--- src/rtl/cpu_run_ctrl.sv ---
`default_nettype none
// ============================================================================
// Module      : cpu_run_ctrl
// Description : Debug run/step/halt sequencer producing the clock enable and
//               synchronous reset for the single-cycle CPU core.
// Revision    : 1.0 - initial release
// ============================================================================
module cpu_run_ctrl #(
    parameter int PC_W    = 32,
    parameter int CNT_W   = 32,
    parameter int RST_CYC = 4
) (
    input  logic             clk,
    input  logic             rst_n,
    input  logic             soft_rst_req,
    input  logic             run_req,
    input  logic             halt_req,
    input  logic             step_req,
    input  logic [7:0]       step_cnt,
    input  logic             bp_set,
    input  logic [PC_W-1:0]  bp_addr,
    input  logic             bp_en,
    input  logic [PC_W-1:0]  pc_in,
    output logic             cpu_ce,
    output logic             cpu_reset,
    output logic             halted,
    output logic             bp_hit,
    output logic [1:0]       state,
    output logic [CNT_W-1:0] instr_cnt
);

    typedef enum logic [1:0] {
        ST_RESET = 2'b00,
        ST_HALT  = 2'b01,
        ST_RUN   = 2'b10,
        ST_STEP  = 2'b11
    } state_t;

    localparam int                c_RC_W    = (RST_CYC > 1) ? $clog2(RST_CYC) : 1;
    localparam logic [c_RC_W-1:0] c_RC_LAST = c_RC_W'(RST_CYC - 1);

    state_t             state_q, state_d;
    logic [c_RC_W-1:0]  rst_cnt_q, rst_cnt_d;
    logic               cpu_reset_q, cpu_reset_d;
    logic               bp_hit_q, bp_hit_d;
    logic [CNT_W-1:0]   instr_cnt_q, instr_cnt_d;
    logic [PC_W-1:0]    bp_reg_q, bp_reg_d;
    logic [7:0]         remain_q, remain_d;
    logic               skip_q, skip_d;

    logic               w_pc_eq;
    logic               w_bp_match;
    logic               w_active;
    logic               w_ce;

    // skip lets the instruction we halted on execute once after resuming
    assign w_pc_eq    = (pc_in == bp_reg_q);
    assign w_bp_match = bp_en & w_pc_eq & ~skip_q;
    assign w_active   = (state_q == ST_RUN) || (state_q == ST_STEP);
    assign w_ce       = w_active & ~halt_req & ~w_bp_match & ~soft_rst_req;

    assign cpu_ce     = w_ce;
    assign cpu_reset  = cpu_reset_q;
    assign halted     = (state_q == ST_HALT);
    assign bp_hit     = bp_hit_q;
    assign state      = state_q;
    assign instr_cnt  = instr_cnt_q;

    always_comb begin
        state_d     = state_q;
        rst_cnt_d   = rst_cnt_q;
        bp_hit_d    = bp_hit_q;
        instr_cnt_d = instr_cnt_q;
        bp_reg_d    = bp_reg_q;
        remain_d    = remain_q;
        skip_d      = skip_q;

        if (bp_set) begin
            bp_reg_d = bp_addr;
        end

        if (w_ce) begin
            instr_cnt_d = instr_cnt_q + 1'b1;
            skip_d      = 1'b0;
        end

        case (state_q)
            ST_RESET: begin
                instr_cnt_d = '0;
                bp_hit_d    = 1'b0;
                if (rst_cnt_q == c_RC_LAST) begin
                    state_d = ST_HALT;
                end else begin
                    rst_cnt_d = rst_cnt_q + 1'b1;
                end
            end
            ST_HALT: begin
                if (!halt_req && (step_req || run_req)) begin
                    bp_hit_d = 1'b0;
                    skip_d   = bp_en & w_pc_eq;
                    if (step_req) begin
                        state_d  = ST_STEP;
                        remain_d = (step_cnt == 8'd0) ? 8'd1 : step_cnt;
                    end else begin
                        state_d = ST_RUN;
                    end
                end
            end
            default: begin
                if (halt_req) begin
                    state_d = ST_HALT;
                end else if (w_bp_match) begin
                    state_d  = ST_HALT;
                    bp_hit_d = 1'b1;
                end else if (state_q == ST_STEP) begin
                    // w_ce is necessarily high on this branch
                    if (remain_q <= 8'd1) begin
                        state_d  = ST_HALT;
                        remain_d = 8'd0;
                    end else begin
                        remain_d = remain_q - 8'd1;
                    end
                end
            end
        endcase

        if (soft_rst_req) begin
            state_d     = ST_RESET;
            rst_cnt_d   = '0;
            instr_cnt_d = '0;
            bp_hit_d    = 1'b0;
            remain_d    = 8'd0;
            skip_d      = 1'b0;
        end

        cpu_reset_d = (state_d == ST_RESET);
    end

    always_ff @(posedge clk or negedge rst_n) begin
        if (!rst_n) begin
            state_q     <= ST_RESET;
            rst_cnt_q   <= '0;
            cpu_reset_q <= 1'b1;
            bp_hit_q    <= 1'b0;
            instr_cnt_q <= '0;
            bp_reg_q    <= '0;
            remain_q    <= 8'd0;
            skip_q      <= 1'b0;
        end else begin
            state_q     <= state_d;
            rst_cnt_q   <= rst_cnt_d;
            cpu_reset_q <= cpu_reset_d;
            bp_hit_q    <= bp_hit_d;
            instr_cnt_q <= instr_cnt_d;
            bp_reg_q    <= bp_reg_d;
            remain_q    <= remain_d;
            skip_q      <= skip_d;
        end
    end

endmodule
`default_nettype wire

--- config.mk ---
export PLATFORM = sky130hd
export DESIGN_NAME = cpu_run_ctrl
export DESIGN_NICKNAME = d
export VERILOG_FILES = /design/src/rtl/cpu_run_ctrl.sv
export SDC_FILE = /design/constraint.sdc
export NUM_CORES = 1
export LEC_CHECK = 0
export BUFFER_PORTS_ARGS = -buffer_cell sky130_fd_sc_hd__buf_2
export CAP_MARGIN = 20
export CORE_ASPECT_RATIO = 0.75
export CORE_MARGIN = 4
export CORE_UTILIZATION = 40
export DETAILED_ROUTE_END_ITERATION = 8
export MAX_ROUTING_LAYER = met4
export PLACE_DENSITY = 0.67
export SYNTH_ARGS = -nofsm -noshare
export SYNTH_HDL_FRONTEND = slang
export SYNTH_SLANG_ARGS = --single-unit
--- constraint.sdc ---
create_clock -name clk -period 3.69 [get_ports clk]
set_input_delay 0.1845 -clock clk [delete_from_list [all_inputs] [get_ports clk]]
set_output_delay 0.1845 -clock clk [all_outputs]
set_load 0.02 [all_outputs]
## Word-level counts from Yosys, hierarchy flattened

Cells that the tools add are included.

| cells by class | value |
|---|---|
| add/sub/neg operators | 3 |
| multiply operators | 0 |
| divide/modulo/power cells | 0 |
| order comparisons | 1 |
| equal/unequal tests | 12 |
| shifts and indexed selects | 0 |
| mux-type cells | 33 |
| bitwise gates (word level) | 9 |
| reduce and logical (&&, ||, !) cells | 14 |

Operator list:

| operator | count |
|---|---|
| $mux 32 | 3 |
| $mux 8 | 8 |
| $add 32x1->32 const B | 1 |
| $eq 32x32->1 | 1 |
| $mux 2 | 10 |
| $pmux 8 s2 | 1 |
| $mux 1 | 9 |
| $le 8x1->1 const B | 1 |
| $logic_not 8->1 | 1 |
| $sub 8x1->8 const B | 1 |
| $eq 2x2->1 const B | 3 |
| $ne 3x2->1 const B | 2 |
| $ne 3x3->1 const B | 2 |
| $reduce_and 6->1 | 1 |
| $reduce_bool 3->1 | 2 |
| $and 1x1->1 | 5 |
| $logic_not 2->1 | 2 |
| $ne 2x2->1 const B | 2 |
| $ne 4x2->1 const B | 1 |
| $not 1->1 | 4 |
| $pmux 2 s2 | 1 |
| $reduce_bool 4->1 | 1 |
| $reduce_and 3->1 | 1 |
| $add 2x1->2 const B | 1 |
| 7 further kinds | 8 |

| word-level totals | value |
|---|---|
| register bits after elaboration | 79 |
| bits in latches | 0 |
| memory bits (writable) | 0 |
| bits in read-only memories | 0 |
| input bits | 80 |
| output and inout port bits | 38 |
| word-level logic and storage cells | 80 |
| memories kept | 0 |

## Longest topological paths before layout

| logic depth | value |
|---|---|
| depth after elaboration | 10 |
| depth in mapped cells | 9 |
| depth with buffers taken out | 8 |

## Least setup slack after synthesis

Ideal clock, no wire load.

| path | value |
|---|---|
| kind | register -> register |
| from | register bp_reg_q[0] |
| to | register remain_q[2] |
| library setup time | 0.126 ns |
| arrival time | 2.038 ns |
| required time | 3.564 ns |
| slack | 1.526 ns |
| cell stages (with the launch flop) | 7 |
| path buffers | 0 |
| clock period less this slack | 2.164 ns |
| cells stage by stage | dfrtp_1 > xor2_1 > nor4_4 > nand4_4 > or4_4 > a221o_1 > o311a_1 |

| between the ends | value |
|---|---|
| word-level cells in the longest chain between the ends | 5 |

RTL lines:

| what | RTL line | RTL |
|---|---|---|
| start: declaration | 47 | `logic [PC_W-1:0] bp_reg_q, bp_reg_d;` |
| start signal: assignment | 155 | `bp_reg_q <= bp_reg_d;` |
| $eq 32x32->1 | 57 | `assign w_pc_eq = (pc_in == bp_reg_q);` |
| $and 1x1->1 (2 in series) | 58 | `assign w_bp_match = bp_en & w_pc_eq & ~skip_q;` |
| $ne 3x3->1 (no line) | - |  |
| $reduce_and 6->1 (no line) | - |  |
| end signal: assignment | 156 | `remain_q <= remain_d;` |
| end: declaration | 48 | `logic [7:0] remain_q, remain_d;` |

Every way passes these cells.
A chain may end at the register's enable or synchronous reset.

## Worst setup path in the final report

| path | value |
|---|---|
| from | register bp_reg_q[15] |
| to | register remain_q[2] |

Same word-level chain as after synthesis.

==> metrics <==
status finished, final reports clean; met3 GRT Util 0.0600; postcts setup bufs 0; met2 usage 0.302; 1st-pass router iterations 5; vias in the first global route between 4,000 and 5,000; max_cap viols 0; die width between 100 and 150 µm; Setup crit start kind register; RSZ-0062 raised after global routing no; crit path DAT just under 3 ns; Hold Path Class in -> reg; Post-DP HPWL 9280 µm; worst hold margin ~0.060 ns; synth unique cells 59; cts repair resizes 0; GR Overflow Total 0; synthesis-stage register bit count 79; Worst VDD drop ~0.22 mV; first-pass GRT wire length approximately 21,000 µm; WS Path Type reg -> reg; ANT cells 0; proportion of layout cells with a drive suffix above 1 0.338; clock tree buffer depth 2; FFs w/ async S/R, synth 1.00; Leakage about 2.6 nW; filler instances ~1,100; GRT busiest layer met2; sequential cell area fraction in the yosys report 0.411; WL/cell roughly 17 µm; clock sinks 79; Site Rows 34; Max-slew headroom 0.487; critical-path cell list xor2_1, nor4_1, nand2_1, or4_4, a221o_1, o311a_1; total core area ~12,000 µm²; DIE HEIGHT ~100 µm; Hold Buf Count CTS 0; synth warn 0; total die area about 14,000 µm²; GRT Util Overall 0.196; CP max stage delay roughly 0.82 ns; slowest cell on the critical path or4_4; DR DRC count 0; max frequency around 370 MHz; Avg Inst Size Synth 9.82 µm²; Layout area overhead 21.7%; Worst Path Required between 3 and 4 ns; I/O Buffers ~120; min Tclk post-route 2.70 ns; final setup fails 0; Final period util 0.731; Post-synth EDFFs 0; Final Slew Violations 0; setup TNS 0 ns; # H-tree levels 3; CTS tree yes; family with the most delay on the worst path simple AND/OR/NAND/NOR gates; initial antenna violation count 0; Clock Skews between 0.009 and 0.01 ns; CTS clock-pin slew for the worst setup and hold paths around 0.060 ns; Top Ports between 100 and 150; Post-Syn Area ~4800 µm²; worst-path fanout max 39; largest net degree at the start of global routing 80; Clock Latency Late Sink about 0.35 ns; pwr/cell area around 380 nW/µm²; Via density ~5.6; vias post-DR between 4,000 and 5,000; final WL roughly 13,000 µm; Worst-Margin Slew approximately 0.77 ns; met1 global-route usage 0.256; First DRT Iteration DRCs approximately 440; CP Buf/Inv Count 0; nets slightly below 700; DRT antenna net count 0; Starting Density 0.411; CTS Root Cell clkbuf_16; final hold vios 0; cts bufs inserted 9; endpoint class of the critical path register; Post-synth top flop dfrtp_1; Syn Inst Count 490; Synth Net Count 574; GPL Wtd Cong roughly 0.93
-- power breakdown --
| part | total, mW | internal (mW) | switching (mW) |
|---|---|---|---|
| clock network | 0.843 | 0.476 | 0.367 |
| logic | 0.407 | 0.167 | 0.240 |
| registers | 0.965 | 0.922 | 0.0433 |
| total | 2.22 | 1.56 | 0.650 |
-- cell usage in the layout, fill, tap and decap left out, drive strengths merged, types with 3 or more instances in the layout --
master,count
a211oi,3
a21oi,9
a31oi,5
a32oi,3
a41o,3
and3,20
and4,4
buf,122
clkbuf,10
clkinv,5
dfrtp,78
ha,4
inv,33
mux2,27
mux2i,3
nand2,28
nand2b,3
nand3,16
nand4,15
nor2,23
nor2b,7
nor3,38
nor4,15
o211a,4
o211ai,25
o21ai,36
o311ai,4
or3,5
or4,4
xnor2,3
xor2,24
-- layer usage --
| metal | up-vias | wire, µm |
|---|---|---|
| li1 | 2041 | - |
| met1 | 2081 | 5670 |
| met2 | 122 | 6080 |
| met3 | 13 | 778 |
| met4 | 0 | 204 |
| met5 | - | 0 |
-- worst register-to-register path, delay by kind of cell (launching register included) --
kind | cells | cell delay, ns
flip-flops | 1 | 0.39
AO/OA/AOI/OAI | 2 | 0.56
AND/OR/NAND/NOR | 3 | 1.47
XOR/XNOR | 1 | 0.17
-- logic make-up after synthesis --
family / count (synthesis) / share of synthesized area
and+or+nand+nor: 184 / 0.226
AOI/OAI and AO/OA: 107 / 0.183
DFF: 79 / 0.411
buffers and inverters: 59 / 0.0517
muxes: 30 / 0.0694
xor gates and xnor gates: 27 / 0.0491
adders and majority gates: 4 / 0.0104
-- Yosys cell counts (all sizes together) (4+ instances only) --
cell | instances | area (µm²)
nand2 | 28 | 105
buf | 10 | 65.1
and4 | 4 | 35.0
xor2 | 24 | 210
clkbuf | 15 | 56.3
or4 | 4 | 33.8
nand3 | 16 | 80.1
ha | 4 | 50.1
nor2 | 23 | 86.3
a31oi | 5 | 31.3
and3 | 20 | 125
or3 | 5 | 31.3
o21ai | 36 | 180
o211ai | 25 | 288
nor2b | 7 | 51.3
a21oi | 9 | 56.3
nor3 | 38 | 190
nand4 | 15 | 115
mux2 | 27 | 304
o311ai | 4 | 35.0
o211a | 4 | 40.0
nor4 | 15 | 166
inv | 33 | 124
dfrtp | 78 | 1950
-- final timing paths --
path | slack (ns) | from | cells after the start | endpoint
setup / recovery | 0.99 | bp_reg_q[15]$_DFFE_PN0P_ | 6 | remain_q[2]$_DFFE_PN0P_
hold / removal | 0.06 | bp_addr[25] | 3 | bp_reg_q[25]$_DFFE_PN0P_
setup reg to reg | 0.99 | bp_reg_q[15]$_DFFE_PN0P_ | 6 | remain_q[2]$_DFFE_PN0P_
hold reg to reg | 0.53 | bp_hit$_DFFE_PN0P_ | 2 | bp_hit$_DFFE_PN0P_
max in group asynchronous | 2.76 | rst_n | 3 | cpu_reset$_DFF_PN1_
min in group asynchronous | 0.30 | rst_n | 2 | bp_reg_q[29]$_DFFE_PN0P_
-- state kept, by name, summed over array words and instances, names as in the netlist --
register and count:
bp_reg_q 32, instr_cnt 32, remain_q 8, rst_cnt_q 2, state 2, bp_hit 1
cpu_reset 1, skip_q 1
-- through the flow --
step / utilization / worst slack (ns) / area, µm² / cells / total power, mW
after floorplan: - / 1.53 / 4810 / 490 / 1.24
after global placement: 0.471 / 1.09 / 5510 / 747 / 1.37
after detailed placement: 0.471 / 1.04 / 5510 / 747 / 1.38
after CTS: 0.496 / 1.03 / 5800 / 763 / 2.23
after global routing: 0.501 / 0.830 / 5860 / 766 / 2.34
final: 0.501 / 0.993 / 5860 / 766 / 2.22
-- area by class of cell --
type / count / area [µm²] / share of cell area
clock inverter: 6 / 46.3 / 0.00791
multi-input combinational: 352 / 2590 / 0.443
tap: 162 / 203 / 0.0346
clock buffer: 10 / 239 / 0.0408
timing repair buffer: 123 / 668 / 0.114
sequential: 79 / 1980 / 0.338
inverter: 34 / 128 / 0.0218
(Power assumes the default switching activity.)
